## src/rtl/pru_io_cmd_decoder.sv

```systemverilog
// pru_io_cmd_decoder: host I/O command decoder for the DPU.
// Turns host opcodes into memory strobes and runs the execution handshake.
module pru_io_cmd_decoder #(
  parameter int IO_W   = 32,
  parameter int ADDR_W = 16,
  parameter int RD_LAT = 2
) (
  input  logic              clk,
  input  logic              rst,
  input  logic [3:0]        io_opcode,
  input  logic [IO_W-1:0]   in,
  input  logic              reset_execution_io,
  input  logic              enable_execution_io,
  output logic              done_execution_io,
  output logic [IO_W-1:0]   out,
  output logic              wr_en,
  output logic [1:0]        wr_target,
  output logic [ADDR_W-1:0] wr_addr,
  output logic [IO_W-1:0]   wr_data,
  output logic              rd_en,
  output logic [ADDR_W-1:0] rd_addr,
  input  logic [IO_W-1:0]   rd_data,
  output logic              core_reset,
  output logic              core_enable,
  input  logic              core_done
);

  localparam logic [3:0] OP_SET = 4'd1;
  localparam logic [3:0] OP_CFG = 4'd2;
  localparam logic [3:0] OP_DAT = 4'd3;
  localparam logic [3:0] OP_INS = 4'd4;
  localparam logic [3:0] OP_RD  = 4'd5;

  typedef enum logic [1:0] {
    S_IDLE = 2'd0,
    S_RUN  = 2'd1,
    S_DONE = 2'd2
  } state_t;

  state_t r_state;
  state_t w_state_nxt;

  logic [ADDR_W-1:0] r_addr;
  logic              r_wr_en;
  logic [1:0]        r_wr_target;
  logic [ADDR_W-1:0] r_wr_addr;
  logic [IO_W-1:0]   r_wr_data;
  logic              r_rd_en;
  logic [ADDR_W-1:0] r_rd_addr;
  logic [RD_LAT-1:0] r_vld;
  logic [IO_W-1:0]   r_out;
  logic              r_core_reset;

  logic              w_run;
  logic              w_set;
  logic              w_wr;
  logic              w_rd;
  logic [1:0]        w_tgt;
  logic              w_core_enable;
  logic              w_done;

  // Memory access commands are blocked while the core owns the memories.
  assign w_run = (r_state == S_RUN);

  // Opcode decode; undefined codes fall through as NOP.
  always_comb begin
    w_set = 1'b0;
    w_wr  = 1'b0;
    w_rd  = 1'b0;
    w_tgt = 2'd0;
    case (io_opcode)
      OP_SET: w_set = 1'b1;
      OP_CFG: begin
        w_wr  = ~w_run;
        w_tgt = 2'd0;
      end
      OP_DAT: begin
        w_wr  = ~w_run;
        w_tgt = 2'd1;
      end
      OP_INS: begin
        w_wr  = ~w_run;
        w_tgt = 2'd2;
      end
      OP_RD:  w_rd = ~w_run;
      default: ;
    endcase
  end

  // Address pointer and registered write/read strobes.
  always_ff @(posedge clk) begin
    if (rst) begin
      r_addr      <= '0;
      r_wr_en     <= 1'b0;
      r_wr_target <= 2'd0;
      r_wr_addr   <= '0;
      r_wr_data   <= '0;
      r_rd_en     <= 1'b0;
      r_rd_addr   <= '0;
    end else begin
      r_wr_en <= w_wr;
      r_rd_en <= w_rd;
      if (w_set) begin
        r_addr <= in[ADDR_W-1:0];
      end
      if (w_wr) begin
        r_wr_target <= w_tgt;
        r_wr_addr   <= r_addr;
        r_wr_data   <= in;
        r_addr      <= r_addr + 1'b1;
      end
      if (w_rd) begin
        r_rd_addr <= r_addr;
        r_addr    <= r_addr + 1'b1;
      end
    end
  end

  // Valid shift register follows each read through the memory latency.
  always_ff @(posedge clk) begin
    if (rst) begin
      r_vld <= '0;
    end else begin
      r_vld[0] <= r_rd_en;
      for (int i = 1; i < RD_LAT; i++) begin
        r_vld[i] <= r_vld[i-1];
      end
    end
  end

  // Capture returning read data; hold until the next read lands.
  always_ff @(posedge clk) begin
    if (rst) begin
      r_out <= '0;
    end else if (r_vld[RD_LAT-1]) begin
      r_out <= rd_data;
    end
  end

  // Execution FSM state register.
  always_ff @(posedge clk) begin
    if (rst) begin
      r_state <= S_IDLE;
    end else begin
      r_state <= w_state_nxt;
    end
  end

  // Execution FSM next state; host reset wins over enable.
  always_comb begin
    w_state_nxt = r_state;
    if (reset_execution_io) begin
      w_state_nxt = S_IDLE;
    end else begin
      case (r_state)
        S_IDLE: if (enable_execution_io) w_state_nxt = S_RUN;
        S_RUN:  if (core_done) w_state_nxt = S_DONE;
        S_DONE: w_state_nxt = S_DONE;
        default: w_state_nxt = S_IDLE;
      endcase
    end
  end

  // Execution FSM outputs decoded from the current state.
  always_comb begin
    w_core_enable = 1'b0;
    w_done        = 1'b0;
    case (r_state)
      S_RUN:  w_core_enable = 1'b1;
      S_DONE: w_done = 1'b1;
      default: ;
    endcase
  end

  // Core reset pulse in the cycle after a host reset request.
  always_ff @(posedge clk) begin
    if (rst) begin
      r_core_reset <= 1'b0;
    end else begin
      r_core_reset <= reset_execution_io;
    end
  end

  assign wr_en             = r_wr_en;
  assign wr_target         = r_wr_target;
  assign wr_addr           = r_wr_addr;
  assign wr_data           = r_wr_data;
  assign rd_en             = r_rd_en;
  assign rd_addr           = r_rd_addr;
  assign out               = r_out;
  assign core_reset        = r_core_reset;
  assign core_enable       = w_core_enable;
  assign done_execution_io = w_done;

endmodule
```

## config.mk

```make
export PLATFORM = sky130hd
export DESIGN_NAME = pru_io_cmd_decoder
export DESIGN_NICKNAME = d
export VERILOG_FILES = /design/src/rtl/pru_io_cmd_decoder.sv
export SDC_FILE = /design/constraint.sdc
export NUM_CORES = 1
export LEC_CHECK = 0
export CAP_MARGIN = 0
export CORE_ASPECT_RATIO = 0.75
export CORE_MARGIN = 2
export CORE_UTILIZATION = 48
export DETAILED_ROUTE_END_ITERATION = 6
export PLACE_DENSITY = 0.87
export SLEW_MARGIN = 25
export SYNTH_ARGS = -nofsm -noshare
export SYNTH_HDL_FRONTEND = slang
export SYNTH_SLANG_ARGS = --single-unit
```

## constraint.sdc

```tcl
create_clock -name clk -period 4.9 [get_ports clk]
set_input_delay 0.735 -clock clk [delete_from_list [all_inputs] [get_ports clk]]
set_output_delay 0.735 -clock clk [all_outputs]
set_load 0.05 [all_outputs]
```

After elaboration in Yosys (flattened, before gate mapping)
Index checks and enable logic that the tools add are counted.

Eq/ne operators: 9. Bitwise logic cells: 1. Muxes and demuxes: 12. Reduce and logical (&&, ||, !) cells: 5. Add/subtract/negate cells: 1.

Operators by type and width (number): 16-bit 2-to-1 mux (3); 16-bit by 1-bit adder with 16-bit output (second input constant) (1); 4-bit by 2-bit == test with 1-bit output (second input constant) (2); 4-bit by 3-bit == test with 1-bit output (second input constant) (2); 2-bit one-hot mux with 3 select lines (1); 1-bit 2-to-1 mux (5); 4-bit by 1-bit == test with 1-bit output (second input constant) (1); 2-bit 2-to-1 mux (2); 2-bit != test (second input constant) (2); 2-bit one-hot mux with 2 select lines (1); 3-bit nonzero test (1); 3-bit OR reduction (1); 2-bit by 1-bit == test with 1-bit output (second input constant) (1); 2-bit == test (second input constant) (1); 2-bit zero test (1); 2-bit AND reduction (1); 2-bit OR reduction (1); 1-bit inverter (1).

Flip-flop bits (word level): 121. Input bits: 73. Output and inout port bits: 103.

Longest topological paths before layout
Depth after elaboration: 5. Gate-level depth with buffers: 8.

Worst setup path before layout
No wires, ideal clock.

Path kind: reg-to-reg. Start point: register r_state[1]. End point: register r_wr_data[10] (netlist: wr_data[10]). Clock period less this slack: 1962 ps. Path buffers: 2. Stages on the path, launching flop included: 9. Slack: 2938 ps. Data arrival time: 1892 ps. Path through: dfxtp_1 > inv_1 > ha_1 > nor2_8 > o21ai_1 > buf_2 > buf_2 > nand2_1 > a21oi_1.

Longest elaborated chain between the ends: 3.

RTL lines: start: declaration (line 40) `state_t r_state;`; start signal: assignment (line 145) `r_state <= w_state_nxt;`; 2-bit by 1-bit == test with 1-bit output (line 63) `assign w_run = (r_state == S_RUN);`; 1-bit inverter (line 74, 78, 82); 1-bit 2-to-1 mux; end signal: assignment (line 109) `r_wr_data <= in;`; end: declaration (line 47) `logic [IO_W-1:0] r_wr_data;`.

No other way between the ends. A chain may end at the register's enable or synchronous reset.

Worst setup path in the final report
Start point: register r_state[1]. End point: output core_enable.

Longest elaborated chain between the ends: 2.

RTL lines: 2-bit by 1-bit == test with 1-bit output (line 168) `case (r_state)`; 1-bit 2-to-1 mux (line 168); end: declaration (line 24) `output logic core_enable,`.

No other way between the ends.

==> out/metrics.yaml <==
grt:
  antenna_found_initial: 0
  grt_overflow: 0
  grt_max_degree: 126
  grt_pass1_vias: 4322
  track_usage_pct: 25.7
  grt_pass1_wl_um: 22100
logic_synthesis:
  synthTopCellsByCount: "dfxtp_1 (121), nand2_1 (106), a21oi_1 (57), nor2_1 (57), mux2i_1 (49)"
  yosysUniqueCellTypes: 51
  synth_edf_count: 0
  synth_ff_type: "dfxtp_1"
  syn_area_mm2: 0.00478
  yosysTopAreaCell: "dfxtp_1"
  post-synth-top-count-cell: "dfxtp_1"
  synth_seq_cells: 121
  syn-mean-instance-area_um2: 8.92
  synthTopCellsByArea: "dfxtp_1 (51%), mux2i_1 (10%), nand2_1 (8.3%)"
  syn-instance-count: 536
  async_flop_share_pct: 0
  synth_top_area_share_pct: 50.7
  yosysWarningCount: 0
  postSynthNetCount: 613
  ys_seq_area_share_pct: 50.7
routing:
  vias: 4428
  drc: 0
  wl_um: 13700
  initialDrtViolationCount: 368
  top_layer: "met4"
  met1_length_um: 6010
  vias_per_cell: 5.29
  met3_length_um: 1110
  dr.pass1.iters: 6
  drt-wirelength-per-cell_um: 16.4
  wl_met2_um: 6420
  antenna_left: 0
place:
  gp_congestion: 0.866
  portBuffers: 175
  placed_area_mm2: 0.00656
  dpl.hpwl_um: 9420
  dp.cells: 807
pwr:
  ir_worst_vdd_mv: 0.208
  p_per_area_mw_per_mm2: 357
  power_leakage_uw: 0.00244
sta:
  timing.final.crit_period_ns: 2.86
  rsz0062_at_grt: "false"
  finClkSkew_ns: 0.00563
  setup_viol: 0
  period_share_pct: 58.5
  setup_tns_ns: 0
  relSlewSlack_pct: 34.5
  hold_viol: 0
  fmax_ghz: 0.349
  slew_viol_final: 0
  fin_hold_ws_ns: 0.445
  tightest_slew_ns: 0.983
clocking:
  cts_tree: "yes"
  cts.path.max_buffers: 2
  cts_hold_buf: 0
  cts-resized-gates: 0
  cts_buffers: 17
  cts_sinks: 121
  cts_setup_buffers: 0
  htree_levels: 4
  cts.clk_slew.worst_paths_ns: 0.05
  cts_root_buf: "clkbuf_16"
  clock_latency_ns: 0.40
worst_setup_path:
  cp.arrival_ns: 2.13
  worstPathRequired_ns: 4.16
  crit_path_max_fanout: 6
  crit_path_start_kind: "flip-flop"
  worstSetupEndpointType: "output pin"
  path_class: "flip-flop to output pin"
floorplan:
  rows: 31
  dieArea_mm2: 0.0108
  die_w_um: 119
  io_pins: 176
  start_util_pct: 49.5
  fp.dieH_um: 90.4
  core-area_mm2: 0.00966
layout:
  fill_cells: 670
  multi_input_area_mm2: 0.00216
  nets: 771
  register_area_mm2: 0.00242
  area_delta_synth_final_pct: 50.1
  stdcell_area_mm2: 0.00718
  layout.cells.non_filler: 837
  n_antenna_cell: 0
  layout-drive-gt1-share_pct: 6.10
flow_run:
  cap_violations: 0
worst_hold_path:
  hp-class: "flip-flop to flip-flop"
run_status:
  status: "finished clean"
per-layer routing:
layer	vias to the layer above	GRT usage, %
li1	2148	-
met1	2064	32.6
met2	195	42.6
met3	21	7.20
met4	0	7.54
met5	-	0
report_power, final:
part           internal (µW)  switching [µW]  total [µW]
clock                    860             419        1280
sequential              1010            19.1        1030
combinational            109             150         259
total                   1980             587        2560
placed cells by master, fill, tap and decap left out, types with 3 or more instances in the layout:
master           netlist  routed
a22oi_1                5       5
o21ai_0                6       6
nor2b_1                5       5
nor3_1                 9       9
bufinv_16              0       3
clkbuf_16              0      17
o211ai_1               4       4
ha_1                   4       4
a211oi_1               5       5
dfxtp_1              121     120
clkdlybuf4s50_1        0     174
a21oi_1               57      57
inv_1                  8       8
mux2i_1               49      49
nor2_1                57      57
nand2_1              106     106
a31oi_1                8       8
nand3_1                6       6
or3_1                  5       5
nand4_1                6       6
clkbuf_8               0       5
final cells by class:
| class | count | area share (%) |
|---|---|---|
| Timing Repair Buffer | 176 | 24.8 |
| Inverter | 8 | 0.418 |
| Tap cell | 132 | 2.30 |
| Clock buffer | 23 | 6.94 |
| Sequential cell | 121 | 33.8 |
| Multi-Input combinational cell | 370 | 30.1 |
| Clock inverter | 7 | 1.60 |
state kept, by name, indices dropped and copies added (netlist names):
signal and count:
rd_en 1, core_reset 1, out 32, wr_target 2
rd_addr 16, wr_addr 16, r_addr 16, r_state 2
wr_en 1, r_vld 2, wr_data 32
final timing paths:
| path | endpoint | cells past startpoint | slack, ns | from |
|---|---|---|---|---|
| setup / recovery | core_enable | 3 | 2.04 | r_state[1]$_SDFFE_PP0P_ |
| hold / removal | r_vld[1]$_SDFF_PP0_ | 1 | 0.45 | r_vld[0]$_SDFF_PP0_ |
| setup reg to reg | wr_data[23]$_SDFFE_PP0N_ | 6 | 2.71 | r_state[1]$_SDFFE_PP0P_ |
| hold reg to reg | r_vld[1]$_SDFF_PP0_ | 1 | 0.45 | r_vld[0]$_SDFF_PP0_ |
per-stage QoR:
| step | power (µW) | setup slack [ns] | util [%] |
|---|---|---|---|
| detailed placement | 1300 | 1.67 | 67.9 |
| global route | 2640 | 1.94 | 74.3 |
| finish | 2560 | 2.04 | 74.3 |
| floorplan | 1180 | 2.94 | - |
| CTS | 2570 | 2.01 | 74.3 |
| global placement | 1290 | 1.78 | 67.6 |
kinds of logic (layout without fill, tap and decap cells):
logic type	count (synthesis)	in the layout	share of synthesized area [%]
AOI/OAI and AO/OA	99	99	12.3
muxes	49	49	10.3
adders and majority gates	4	4	1.05
and+or+nand+nor	216	216	20.6
xor gates and xnor gates	2	2	0.759
buffers and inverters	45	214	4.37
DFF	121	121	50.7
critical path, stage by stage (launching register included):
cell,delay [ns]
dfxtp_1,0.31
inv_1,0.10
ha_1,0.43
clkdlybuf4s50_1,0.89
Power figures use the tool's default switching activity.
